<file path="src/rtl/id_pkg.sv">
// rtl/id_pkg.sv - shared opcodes, instruction-type encodings and decoded control struct
package id_pkg;

    localparam logic [6:0] OPC_LUI    = 7'b0110111;
    localparam logic [6:0] OPC_AUIPC  = 7'b0010111;
    localparam logic [6:0] OPC_JAL    = 7'b1101111;
    localparam logic [6:0] OPC_JALR   = 7'b1100111;
    localparam logic [6:0] OPC_BRANCH = 7'b1100011;
    localparam logic [6:0] OPC_LOAD   = 7'b0000011;
    localparam logic [6:0] OPC_STORE  = 7'b0100011;
    localparam logic [6:0] OPC_OPIMM  = 7'b0010011;
    localparam logic [6:0] OPC_OP     = 7'b0110011;

    localparam logic [4:0] ITYPE_NONE  = 5'b00000;
    localparam logic [4:0] ITYPE_ARITH = 5'b10000;
    localparam logic [4:0] ITYPE_LOGIC = 5'b01000;
    localparam logic [4:0] ITYPE_LDST  = 5'b00100;
    localparam logic [4:0] ITYPE_JUMP  = 5'b00010;

    // Width-independent part of the decoded packet; data fields follow DATA_WIDTH.
    typedef struct packed {
        logic       illegal;
        logic       alt_op;
        logic [4:0] inst_type;
        logic [7:0] inst_opcode;
    } id_ctrl_t;

    // add/sub, slt, sltu are arithmetic; everything else in OP/OP-IMM is logic/shift.
    function automatic logic [4:0] alu_type(input logic [2:0] funct3);
        case (funct3)
            3'b000, 3'b010, 3'b011: return ITYPE_ARITH;
            default:                return ITYPE_LOGIC;
        endcase
    endfunction

endpackage

</file>
<file path="src/rtl/id_decode.sv">
// rtl/id_decode.sv - combinational RV64I decoder producing the next pipeline packet
module id_decode
    import id_pkg::*;
#(
    parameter int DATA_WIDTH = 64,
    parameter int REG_ADDR_W = 5
) (
    input  logic                  in_valid,
    input  logic [31:0]           inst,
    input  logic [DATA_WIDTH-1:0] pc,
    input  logic [DATA_WIDTH-1:0] rs1_data,
    input  logic [DATA_WIDTH-1:0] rs2_data,
    output logic                  rs1_r_ena,
    output logic [REG_ADDR_W-1:0] rs1_r_addr,
    output logic                  rs2_r_ena,
    output logic [REG_ADDR_W-1:0] rs2_r_addr,
    output logic                  rd_w_ena,
    output logic [REG_ADDR_W-1:0] rd_w_addr,
    output id_ctrl_t              ctrl,
    output logic [DATA_WIDTH-1:0] op1,
    output logic [DATA_WIDTH-1:0] op2,
    output logic [DATA_WIDTH-1:0] imm,
    output logic [DATA_WIDTH-1:0] store_data
);

    logic [6:0] opc;
    logic [2:0] f3;
    logic [6:0] f7;
    logic [2:0] f3_eff;
    logic       legal;
    logic       use_rs1;
    logic       use_rs2;
    logic       use_rd;
    logic       alt;
    logic [4:0] itype;

    logic [DATA_WIDTH-1:0] imm_i;
    logic [DATA_WIDTH-1:0] imm_s;
    logic [DATA_WIDTH-1:0] imm_b;
    logic [DATA_WIDTH-1:0] imm_u;
    logic [DATA_WIDTH-1:0] imm_j;

    assign opc = inst[6:0];
    assign f3  = inst[14:12];
    assign f7  = inst[31:25];

    assign imm_i = {{(DATA_WIDTH-12){inst[31]}}, inst[31:20]};
    assign imm_s = {{(DATA_WIDTH-12){inst[31]}}, inst[31:25], inst[11:7]};
    assign imm_b = {{(DATA_WIDTH-13){inst[31]}}, inst[31], inst[7], inst[30:25], inst[11:8], 1'b0};
    assign imm_u = {{(DATA_WIDTH-32){inst[31]}}, inst[31:12], 12'b0};
    assign imm_j = {{(DATA_WIDTH-21){inst[31]}}, inst[31], inst[19:12], inst[20], inst[30:21], 1'b0};

    // Per-opcode legality, register usage, operand selection; illegal squashes everything.
    always_comb begin
        legal      = 1'b0;
        use_rs1    = 1'b0;
        use_rs2    = 1'b0;
        use_rd     = 1'b0;
        alt        = 1'b0;
        itype      = ITYPE_NONE;
        f3_eff     = f3;
        imm        = '0;
        op1        = '0;
        op2        = '0;
        store_data = '0;
        case (opc)
            OPC_LUI: begin
                legal = 1'b1; use_rd = 1'b1; f3_eff = 3'b000; itype = ITYPE_ARITH;
                imm = imm_u; op2 = imm_u;
            end
            OPC_AUIPC: begin
                legal = 1'b1; use_rd = 1'b1; f3_eff = 3'b000; itype = ITYPE_ARITH;
                imm = imm_u; op1 = pc; op2 = imm_u;
            end
            OPC_JAL: begin
                legal = 1'b1; use_rd = 1'b1; f3_eff = 3'b000; itype = ITYPE_JUMP;
                imm = imm_j; op1 = pc; op2 = DATA_WIDTH'(4);
            end
            OPC_JALR: begin
                legal = (f3 == 3'b000); use_rs1 = 1'b1; use_rd = 1'b1; itype = ITYPE_JUMP;
                imm = imm_i; op1 = pc; op2 = DATA_WIDTH'(4);
            end
            OPC_BRANCH: begin
                legal = (f3 != 3'b010) && (f3 != 3'b011);
                use_rs1 = 1'b1; use_rs2 = 1'b1; itype = ITYPE_JUMP;
                imm = imm_b; op1 = rs1_data; op2 = rs2_data;
            end
            OPC_LOAD: begin
                legal = (f3 != 3'b111); use_rs1 = 1'b1; use_rd = 1'b1; itype = ITYPE_LDST;
                imm = imm_i; op1 = rs1_data; op2 = imm_i;
            end
            OPC_STORE: begin
                legal = !f3[2]; use_rs1 = 1'b1; use_rs2 = 1'b1; itype = ITYPE_LDST;
                imm = imm_s; op1 = rs1_data; op2 = imm_s; store_data = rs2_data;
            end
            OPC_OPIMM: begin
                case (f3)
                    3'b001:  legal = (inst[31:26] == 6'b000000);
                    3'b101:  legal = (inst[31:26] == 6'b000000) || (inst[31:26] == 6'b010000);
                    default: legal = 1'b1;
                endcase
                use_rs1 = 1'b1; use_rd = 1'b1; itype = alu_type(f3);
                alt = (f3 == 3'b101) ? inst[30] : 1'b0;
                imm = imm_i; op1 = rs1_data; op2 = imm_i;
            end
            OPC_OP: begin
                legal = (f7 == 7'b0000000) ||
                        ((f7 == 7'b0100000) && ((f3 == 3'b000) || (f3 == 3'b101)));
                use_rs1 = 1'b1; use_rs2 = 1'b1; use_rd = 1'b1; itype = alu_type(f3);
                alt = inst[30];
                op1 = rs1_data; op2 = rs2_data;
            end
            default: ;
        endcase
        if (!legal) begin
            use_rs1    = 1'b0;
            use_rs2    = 1'b0;
            use_rd     = 1'b0;
            alt        = 1'b0;
            itype      = ITYPE_NONE;
            imm        = '0;
            op1        = '0;
            op2        = '0;
            store_data = '0;
        end
    end

    assign rs1_r_ena  = in_valid && use_rs1;
    assign rs2_r_ena  = in_valid && use_rs2;
    assign rs1_r_addr = rs1_r_ena ? REG_ADDR_W'(inst[19:15]) : '0;
    assign rs2_r_addr = rs2_r_ena ? REG_ADDR_W'(inst[24:20]) : '0;
    assign rd_w_ena   = use_rd && (inst[11:7] != 5'd0);
    assign rd_w_addr  = rd_w_ena ? REG_ADDR_W'(inst[11:7]) : '0;

    assign ctrl.illegal     = !legal;
    assign ctrl.alt_op      = alt;
    assign ctrl.inst_type   = itype;
    assign ctrl.inst_opcode = {f3_eff, inst[6:2]};

endmodule

</file>
<file path="src/rtl/id_pipe_stage.sv">
// rtl/id_pipe_stage.sv - decode stage with handshake and pipeline register; ID_FWD_EN adds forwarding
module id_pipe_stage
    import id_pkg::*;
#(
    parameter int DATA_WIDTH = 64,
    parameter int REG_ADDR_W = 5
) (
    input  logic                  clk,
    input  logic                  rst_n,
`ifdef ID_FWD_EN
    input  logic                  fwd_valid,
    input  logic [REG_ADDR_W-1:0] fwd_addr,
    input  logic [DATA_WIDTH-1:0] fwd_data,
`endif
    input  logic                  in_valid,
    output logic                  in_ready,
    input  logic [31:0]           inst,
    input  logic [DATA_WIDTH-1:0] pc,
    output logic                  rs1_r_ena,
    output logic [REG_ADDR_W-1:0] rs1_r_addr,
    input  logic [DATA_WIDTH-1:0] rs1_data,
    output logic                  rs2_r_ena,
    output logic [REG_ADDR_W-1:0] rs2_r_addr,
    input  logic [DATA_WIDTH-1:0] rs2_data,
    input  logic                  flush,
    output logic                  out_valid,
    input  logic                  out_ready,
    output logic                  rd_w_ena,
    output logic [REG_ADDR_W-1:0] rd_w_addr,
    output logic [4:0]            inst_type,
    output logic [7:0]            inst_opcode,
    output logic                  alt_op,
    output logic [DATA_WIDTH-1:0] op1,
    output logic [DATA_WIDTH-1:0] op2,
    output logic [DATA_WIDTH-1:0] imm,
    output logic [DATA_WIDTH-1:0] store_data,
    output logic [DATA_WIDTH-1:0] pc_out,
    output logic                  illegal
);

    logic [DATA_WIDTH-1:0] rs1_eff;
    logic [DATA_WIDTH-1:0] rs2_eff;
    logic                  dec_rd_w_ena;
    logic [REG_ADDR_W-1:0] dec_rd_w_addr;
    id_ctrl_t              dec_ctrl;
    logic [DATA_WIDTH-1:0] dec_op1;
    logic [DATA_WIDTH-1:0] dec_op2;
    logic [DATA_WIDTH-1:0] dec_imm;
    logic [DATA_WIDTH-1:0] dec_store_data;
    logic                  capture;

`ifdef ID_FWD_EN
    assign rs1_eff = (fwd_valid && (fwd_addr == rs1_r_addr) && (fwd_addr != '0)) ? fwd_data : rs1_data;
    assign rs2_eff = (fwd_valid && (fwd_addr == rs2_r_addr) && (fwd_addr != '0)) ? fwd_data : rs2_data;
`else
    assign rs1_eff = rs1_data;
    assign rs2_eff = rs2_data;
`endif

    id_decode #(
        .DATA_WIDTH (DATA_WIDTH),
        .REG_ADDR_W (REG_ADDR_W)
    ) u_decode (
        .in_valid   (in_valid),
        .inst       (inst),
        .pc         (pc),
        .rs1_data   (rs1_eff),
        .rs2_data   (rs2_eff),
        .rs1_r_ena  (rs1_r_ena),
        .rs1_r_addr (rs1_r_addr),
        .rs2_r_ena  (rs2_r_ena),
        .rs2_r_addr (rs2_r_addr),
        .rd_w_ena   (dec_rd_w_ena),
        .rd_w_addr  (dec_rd_w_addr),
        .ctrl       (dec_ctrl),
        .op1        (dec_op1),
        .op2        (dec_op2),
        .imm        (dec_imm),
        .store_data (dec_store_data)
    );

    assign in_ready = !out_valid || out_ready;
    assign capture  = in_valid && in_ready;

    // Single-entry pipeline register: flush beats capture, capture beats drain.
    always_ff @(posedge clk or negedge rst_n) begin
        if (!rst_n) begin
            out_valid   <= 1'b0;
            rd_w_ena    <= 1'b0;
            rd_w_addr   <= '0;
            inst_type   <= '0;
            inst_opcode <= '0;
            alt_op      <= 1'b0;
            op1         <= '0;
            op2         <= '0;
            imm         <= '0;
            store_data  <= '0;
            pc_out      <= '0;
            illegal     <= 1'b0;
        end else if (flush) begin
            out_valid <= 1'b0;
        end else if (capture) begin
            out_valid   <= 1'b1;
            rd_w_ena    <= dec_rd_w_ena;
            rd_w_addr   <= dec_rd_w_addr;
            inst_type   <= dec_ctrl.inst_type;
            inst_opcode <= dec_ctrl.inst_opcode;
            alt_op      <= dec_ctrl.alt_op;
            op1         <= dec_op1;
            op2         <= dec_op2;
            imm         <= dec_imm;
            store_data  <= dec_store_data;
            pc_out      <= pc;
            illegal     <= dec_ctrl.illegal;
        end else if (out_ready) begin
            out_valid <= 1'b0;
        end
    end

endmodule

</file>
<file path="config.mk">
export PLATFORM = sky130hd
export DESIGN_NAME = id_pipe_stage
export DESIGN_NICKNAME = d
export VERILOG_FILES = /design/src/rtl/id_pkg.sv /design/src/rtl/id_decode.sv /design/src/rtl/id_pipe_stage.sv
export SDC_FILE = /design/constraint.sdc
export NUM_CORES = 1
export LEC_CHECK = 0
export CAP_MARGIN = 20
export CORE_AREA = 10 10 216 218
export CTS_CLUSTER_SIZE = 30
export DETAILED_ROUTE_END_ITERATION = 10
export DIE_AREA = 0 0 226 228
export HOLD_SLACK_MARGIN = 0.06
export MAX_ROUTING_LAYER = met4
export PLACE_DENSITY = 0.74
export SETUP_SLACK_MARGIN = 0.2
export SLEW_MARGIN = 25
export SYNTH_ARGS = -nofsm -noshare
export SYNTH_HDL_FRONTEND = slang
export SYNTH_SLANG_ARGS = --single-unit
export TNS_END_PERCENT = 10
</file>
<file path="constraint.sdc">
create_clock -name clk -period 2.1 [get_ports clk]
set_input_delay 0.315 -clock clk [delete_from_list [all_inputs] [get_ports clk]]
set_output_delay 0.315 -clock clk [all_outputs]
set_load 0.01 [all_outputs]
</file>
==> metrics.md, run 1 <==
| Metric | Value |
|---|---|
| Initial antenna violation count | `4` |
| I/O Buffers | `582` |
| Yosys warns | `0` |
| Syn Inst Count | `1,335` |
| Multi-input gate area | `5015 um^2` |
| Critical path fanouts, max | `7` |
| First DRT Iteration DRCs | `829` |
| Clock sink count | `309` |
| Sequential area share after synthesis | `57.60%` |
| Max cap viols | `0` |
| Final setup viols | `12` |
| Tot Pwr | `15.23 mW` |
| FF+latch area | `7732 um^2` |
| CP arrival | `1.95 ns` |
| Worst-Skew Late Latency | `0.54 ns` |
| CORE AREA | `42,510 um^2` |
| Pwr Density | `681.6 nW/um^2` |
| FMAX | `442.0 MHz` |
| RSZ-0062 raised after global routing | `true` |
| Via density | `5.275` |
| Synth area leader | `dfrtp_1` |
| Vias in the first global route | `13,757` |
| Die area | `51,530 um^2` |
| Largest net degree at the start of global routing | `56` |
| Post-synth ARST share | `100.0%` |
| Num CTS Buffers | `37` |
| CP startpoint | `inst[27]` |
| Post-Synth Simple-Gate Area | `13.77%` |
| Die Span X | `226 um` |
| Clk buf depth | `3` |
| DR vias | `13,524` |
| Worst Setup Path Type | `primary input to primary output` |
| I/O pin count | `584` |
| Skew final | `0.02702 ns` |
| Ys flop type | `dfrtp_1` |
| Final design instance area without fill | `22,340 um^2` |
| Failing checks | `setup timing` |
| HP Class | `primary input to flip-flop` |
| EDFF count, synth | `0` |
| Distinct cell type count after synthesis | `65` |
| Total Wirelength | `61,270 um` |
| Total GRT Usage | `23.14%` |
| Count of final hold-check violations | `0` |
| CP Launch Type | `primary input` |
| Layout cell share with drive strength beyond 1 | `15.34%` |
| Pins Over Slew Limit | `0` |
| GR Overflow Total | `0` |
| CP endpoint kind | `primary output` |
| Status | `complete, but fails checks` |
| Avg WL per Cell | `23.90 um` |
| Antenna Nets Post-Route | `0` |
| Mux contribution to synthesized area | `0.07456%` |
| Largest family of logic cells by synthesized area | `compound AO/OA/AOI/OAI gates` |
| Lkg Pwr | `9.971 nW` |
| Root buf cell | `clkbuf_16` |
| Final period util | `107.7%` |
| H-tree Lvls | `2` |
| Minimum clock period after layout | `2.262 ns` |
| Mean area per synthesized cell | `10.06 um^2` |
| Adder-cell share of the synthesized area | `0%` |
| Maximum vdd drop | `0.7962 mV` |
| DRT Pass-1 Iters | `7` |
| Complex-gate fraction of the synthesized area | `21.76%` |
| DP Wirelength | `46,140 um` |
| Area Overhead vs Synth | `66.39%` |
| Share of the synthesized area in the top cell type | `57.60%` |
| Mapped cell area | `13,430 um^2` |
| # fillers | `3,712` |
| Setup tns final | `-1.783 ns` |
| Post-Synth XOR/XNOR Area | `0.1305%` |
| Largest cells by area after synthesis | `dfrtp_1, nand2_1, a22o_1` |
| Max_slew headroom | `65.24%` |
| Initial Utilization | `31.58%` |
| Dpl cell area | `20,800 um^2` |
| Fin nets | `2,216` |
| RR Startpoint | `out_valid$_DFFE_PN0P_` |
| Fin util | `52.55%` |
| Min-delay src | `inst[6]` |
| CP required | `1.78 ns` |
| # DRC | `0` |
| Site row count | `76` |
| Synthesis-stage register bit count | `309` |
| Placer's final routability congestion estimate | `0.9427` |
| CTS tree | `done` |
| Chip height | `228 um` |
| CTS clk-pin slew, worst paths | `0.05 ns` |
| First-pass GRT wire length | `88,820 um` |
| Slew @ Worst Pin | `0.5214 ns` |
| Synth Net Count | `1,564` |
| Final WS setup | `-0.1622 ns` |
==> layout by cell type (no fill, tap or decap), drive strengths merged, types with 3 or more instances in the layout <==
cell,synthesis,routed
inv,24,27
clkdlybuf4s50,0,505
bufinv,0,3
nand2b,4,4
nor2b,4,4
dfrtp,309,309
a22oi,52,52
dlymetal6s2s,0,4
buf,66,189
dlygate4sd2,0,46
and3,3,3
or3,3,4
nor3,5,5
clkinv,0,8
a22o,69,69
a211oi,14,14
a21oi,43,43
nor2,22,22
o211ai,21,21
a222oi,4,4
a32o,23,23
o2111ai,4,4
and4,10,10
o21ai,120,120
o221ai,18,18
nand2,379,379
diode,0,4
clkbuf,78,61
a221oi,19,19
==> area by class of cell <==
type                       count  area share [%]
antenna                        4         0.04481
clock buffer                  50           4.957
clock inverter                16          0.7785
inverter                      24          0.4033
multi-input combinational    859           22.45
sequential                   309           34.61
tap                          546           3.058
timing repair buffer         756           33.70
==> per-layer routing <==
layer	part of all wire (%)	wire [um]	global-route usage [%]
met5	0	0	-
met4	3.8	2352	8.740
met3	9.6	5876	6.851
met2	48	29410	36.90
met1	39	23630	27.08
==> sequential cells by signal, summed over array words and instances, names as in the netlist <==
| signal | count |
|---|---|
| store_data | 64 |
| illegal | 1 |
| alt_op | 1 |
| pc_out | 64 |
| op1 | 64 |
| op2 | 64 |
| rd_w_ena | 1 |
| imm | 32 |
| inst_opcode | 8 |
| inst_type | 4 |
| out_valid | 1 |
| rd_w_addr | 5 |
==> logic make-up after synthesis <==
group,after synthesis
compound gates,407
xor+xnor,2
buf+inv,168
flops,309
mux,1
other cells,1
simple gates,447
==> cell usage after synthesis, types with 3 or more instances <==
master / count
buf_2: 12
o211ai_1: 21
nand2_1: 379
o2111ai_1: 4
or3_1: 3
a22o_1: 69
buf_6: 15
buf_1: 4
o21ai_0: 49
inv_1: 24
clkbuf_1: 77
o221ai_1: 18
nor3_1: 5
nand2b_1: 4
a21oi_1: 43
a211oi_1: 13
and3_1: 3
a221oi_1: 19
a32o_1: 23
nor2b_1: 4
buf_4: 35
nor2_1: 21
a222oi_1: 4
dfrtp_1: 309
and4_1: 10
o21ai_1: 71
a22oi_1: 52
==> critical path, cell delays in order <==
cell and delay, ns:
buf_6 0.09, or4_4 0.57, a2111oi_4 0.20, o21a_2 0.18, buf_6 0.09, or3_4 0.16
and4_4 0.22, buf_6 0.10
==> final timing paths <==
path	cells past startpoint	to	slack, ns
worst max register to register	8	op1[3]$_DFFE_PN0P_	0.35
worst min register to register	2	pc_out[18]$_DFFE_PN0P_	0.47
worst min-delay path	3	inst_opcode[4]$_DFFE_PN0P_	0.06
min in group asynchronous	2	pc_out[3]$_DFFE_PN0P_	0.34
max in group asynchronous	3	pc_out[21]$_DFFE_PN0P_	1.02
worst max-delay path	8	rs1_r_addr[2]	-0.16
==> power breakdown <==
group          total (mW)  switching, mW  internal, mW  leakage [nW]
clock                6.71           2.62          4.08         0.637
combinational        2.18           1.07          1.11          5.15
sequential           6.34          0.141          6.20          4.19
==> per-stage QoR <==
step | hold WS (ns) | instances | setup WS (ns)
detailed placement | 0.3071 | 2474 | -0.9633
floorplan | 0.01941 | 1335 | 0.01989
global placement | 0.3011 | 2474 | -0.9297
finish | 0.05538 | 2564 | -0.1622
global route | 0.06063 | 2564 | -0.2129
CTS | 0.1385 | 2548 | -0.2888
==> repair_timing <==
item	CTS	global route
gates resized for setup	156	56
hold buffers	1	0
gates cloned	1	5
endpoints found under the setup margin	292	230
endpoints found under the hold margin	46	0
buffers inserted	6	7
pin swaps	21	13
Note: power is estimated with default switching activity, not from simulation.
==> run 2: changes to the inputs <==
--- a/config.mk
+++ b/config.mk
@@ -7,10 +7,11 @@
 export LEC_CHECK = 0
+export ABC_AREA = 1
 export CAP_MARGIN = 20
-export CORE_AREA = 10 10 216 218
+export CORE_AREA = 10 10 220 222
 export CTS_CLUSTER_SIZE = 30
 export DETAILED_ROUTE_END_ITERATION = 10
-export DIE_AREA = 0 0 226 228
+export DIE_AREA = 0 0 230 232
 export HOLD_SLACK_MARGIN = 0.06
 export MAX_ROUTING_LAYER = met4
-export PLACE_DENSITY = 0.74
+export PLACE_DENSITY = 0.73
 export SETUP_SLACK_MARGIN = 0.2
==> constraint.sdc (replaced) <==
create_clock -name clk -period 2.1 [get_ports clk]
set_input_delay 0.525 -clock clk [delete_from_list [all_inputs] [get_ports clk]]
set_output_delay 0.525 -clock clk [all_outputs]
set_load 0.01 [all_outputs]
==> run 2 against run 1 <==
Effect of this change:
- the run still ends with setup timing left
- critical path type unchanged
- fmax decreased by 11%
- non-clock buffer count decreased by 1
- die area increased by 3.6%
- total power about the same
- clock power increased by 3.4%
- worst setup slack got worse by 0.29 ns
==> metrics.md, run 2 <==
| Metric | Value |
|---|---|
| Pins Over Slew Limit | `0 (unchanged)` |
| Worst Hold Slack | `0.4279 ns (+0.3725 ns)` |
| Final WS setup | `-0.4539 ns (-0.2916 ns)` |
| Largest net degree at the start of global routing | `62 (+11%)` |
| Final setup viols | `66 (+54)` |
| Initial Utilization | `31.75% (+0.16 points)` |
| Syn Inst Count | `1,672 (+25%)` |
| FMAX | `391.6 MHz (-11%)` |
| Skew final | `0.02298 ns (-0.004042 ns)` |
| Largest cells by area after synthesis | `dfrtp_1, nand2_1, o21ai_0` |
| Yosys warns | `0 (unchanged)` |
| EDFF count, synth | `0 (unchanged)` |
| CTS clk-pin slew, worst paths | `0.06 ns (about the same)` |
| Minimum clock period after layout | `2.554 ns (+0.2916 ns)` |
| CP required | `1.57 ns (-0.21 ns)` |
| Failing checks | `setup timing` |
| FF+latch area | `7732 um^2 (unchanged)` |
| Clock power frac | `45.6% (+1.6 points)` |
| Status | `complete, but fails checks` |
| Synth top cells by count | `nand2_1, dfrtp_1, o21ai_0` |
| CP Launch Type | `primary input` |
| Cells after DPL | `2,857 (+15%)` |
| Pwr Density | `664.3 nW/um^2 (-2.5%)` |
| Max_slew headroom | `58.55% (-6.7 points)` |
| Slew @ Worst Pin | `0.6217 ns (+0.1003 ns)` |
| First DRT Iteration DRCs | `1,071 (+29%)` |
| Synthesis-stage register bit count | `309 (unchanged)` |
| Max cap viols | `0 (unchanged)` |
| Ys flop type | `dfrtp_1` |
| Mean area per synthesized cell | `8.342 um^2 (-17%)` |
| HP Class | `primary input to flip-flop` |
| P_sw | `3.801 mW (-0.89%)` |
| Antenna Nets Post-Route | `0 (unchanged)` |
| DR vias | `14,743 (+9.0%)` |
| Vias in the first global route | `15,162 (+10%)` |
| Site row count | `77 (+1.3%)` |
| Maximum vdd drop | `0.4563 mV (-43%)` |
| Lkg Pwr | `12.85 nW (+29%)` |
| Worst-Skew Late Latency | `0.56 ns (+0.02 ns)` |
| DRT Pass-1 Iters | `5 (-2)` |
| Non-Filler Instances | `2,952 (+15%)` |
| Worst Setup Path Type | `primary input to primary output` |
| Chip height | `232 um (+1.8%)` |
| Max incr delay on CP | `0.23 ns (-0.34 ns)` |
| Comb power frac | `13.1% (-1.2 points)` |
| RSZ-0062 raised after global routing | `true` |
| I/O pin count | `584 (unchanged)` |
| Layout cell share with drive strength beyond 1 | `16.04% (+0.70 points)` |
| CP top delay family | `simple AND/OR/NAND/NOR gates` |
| CORE AREA | `43,930 um^2 (+3.4%)` |
| Sequential area share after synthesis | `55.44% (-2.2 points)` |
| First-pass GRT wire length | `95,940 um (+8.0%)` |
| # DRC | `0 (unchanged)` |
| Avg WL per Cell | `22.06 um (-7.7%)` |
| Multi-input gate area | `5278 um^2 (+5.2%)` |
| Clock sink count | `309 (unchanged)` |
| Clk buf depth | `3 (unchanged)` |
| Initial antenna violation count | `3 (-1)` |
| # fillers | `4,100 (+10%)` |
| CP arrival | `2.03 ns (+0.08 ns)` |
| I/O Buffers | `582 (unchanged)` |
| Count of final hold-check violations | `0 (unchanged)` |
| Synth Net Count | `1,901 (+22%)` |
| Top-count cell post-synth | `nand2_1` |
| CP endpoint kind | `primary output` |
| CTS tree | `done` |
| Synth area leader | `dfrtp_1` |
| Distinct cell type count after synthesis | `32 (-51%)` |
| Fin nets | `2,559 (+15%)` |
| Crit-path cells | `clkdlybuf4s15_2 -> nor2_4 -> nand2_2 -> nor2_2 -> nand2_1 -> nand2_2 -> nand2_2 -> nand4_4 -> buf_6 -> nand3_4 -> buf_6 -> nor2_4 -> buf_6` |
| Slowest-stage cell, CP | `clkdlybuf4s15_2` |
| Area Overhead vs Synth | `64.30%` |
| CP Buf/Inv Count | `4 (+1)` |
| Share of the synthesized area in the top cell type | `55.44% (-2.2 points)` |
| H-tree Lvls | `2 (unchanged)` |
| Sw frac | `24.97% (-0.22 points)` |
| DP Wirelength | `47,580 um (+3.1%)` |
| Die area | `53,360 um^2 (+3.6%)` |
| Most common cell after layout, fill and taps aside | `nand2_1` |
| Mapped cell area | `13,950 um^2 (+3.9%)` |
| Placer's final routability congestion estimate | `0.9478 (+0.54%)` |
| Num CTS Buffers | `37 (unchanged)` |
| Total Wirelength | `65,130 um (+6.3%)` |
| Final period util | `121.6% (+14 points)` |
| Critical path fanouts, max | `6 (-1)` |
| GR Overflow Total | `0 (unchanged)` |
| Total GRT Usage | `23.96% (+0.82 points)` |
| Internal | `11.42 mW (+0.26%)` |
| Via density | `4.994 (-5.3%)` |
| Seq pwr share | `41.3% (-0.3 points)` |
| Root buf cell | `clkbuf_16` |
| Post-synth ARST share | `100.0% (unchanged)` |
| Most frequent cells in the layout | `nand2_1, dfrtp_1, dlygate4sd2_1` |
| Die Span X | `230 um (+1.8%)` |
-- run 2: worst min-delay path, stage by stage --
cell	delay, ns
buf_2	0.13
buf_4	0.15
nand2_1	0.06
o21ai_1	0.06
-- run 2: power groups by stage --
stage	combinational, mW	clock [mW]	sequential, mW
2_1_floorplan	0.492	0	6.50
3_3_place_gp	2.03	0	6.39
3_5_place_dp	2.06	0	6.40
4_1_cts	2.01	7.07	6.29
5_1_grt	2.16	7.31	6.31
6_report	2.00	6.94	6.29
-- run 2: final timing paths --
check | from | end | slack, ns | cells after the start
min in group asynchronous | rst_n | store_data[21]$_DFFE_PN0P_ | 0.52 | 2
max in group asynchronous | rst_n | op2[60]$_DFFE_PN0P_ | 0.86 | 3
worst max register to register | out_valid$_DFFE_PN0P_ | op2[16]$_DFFE_PN0P_ | 0.33 | 8
worst min-delay path | inst[26] | imm[6]$_DFFE_PN0P_ | 0.43 | 4
worst min register to register | pc_out[52]$_DFFE_PN0P_ | pc_out[52]$_DFFE_PN0P_ | 0.46 | 2
worst max-delay path | inst[28] | rs1_r_addr[4] | -0.45 | 13
-- run 2: metal layers --
metal  wire length, um  track usage, %  vias up
met5                 0               -        -
li1                  -               -     6693
met4              2464           8.345        0
met3              5819           7.342      134
met2             31170           38.83      703
met1             25670           27.83     7213
-- run 2: layout make-up --
cell class	instances	area share [%]
Sequential cell	309	33.74
Tap cell	592	3.232
Multi-Input combinational cell	1092	23.03
Inverter	135	2.353
Timing Repair Buffer	755	31.81
Antenna cell	4	0.04368
Clock inverter	13	0.7863
Clock buffer	52	4.996
-- run 2: logic make-up after synthesis --
| group | Yosys count | share of synthesized area [%] |
|---|---|---|
| DFF | 309 | 55.44 |
| AOI/OAI and AO/OA | 389 | 15.24 |
| and+or+nand+nor | 702 | 20.23 |
| other | 1 | 0.02689 |
| buffers and inverters | 271 | 9.061 |
-- run 2: repair_timing --
action                                  4_1_cts  5_1_grt
buffers inserted                             13        5
gates cloned                                  7        0
endpoints found under the hold margin        37        0
hold buffers                                  1        0
gates resized for setup                     433      153
pin swaps                                    26       19
endpoints found under the setup margin      635      309
-- run 2: through the flow --
step	instance area, um^2	total power, mW	setup TNS, ns	util [%]	setup slack [ns]
2_1_floorplan	14140	6.988	0	-	0.008862
5_1_grt	22910	15.78	-15.10	52.15	-0.5008
4_1_cts	22790	15.37	-4.846	51.88	-0.4724
3_3_place_gp	21380	8.424	-219.20	48.66	-1.283
3_5_place_dp	21380	8.457	-235.75	48.66	-1.343
6_report	22910	15.22	-6.399	52.16	-0.4539
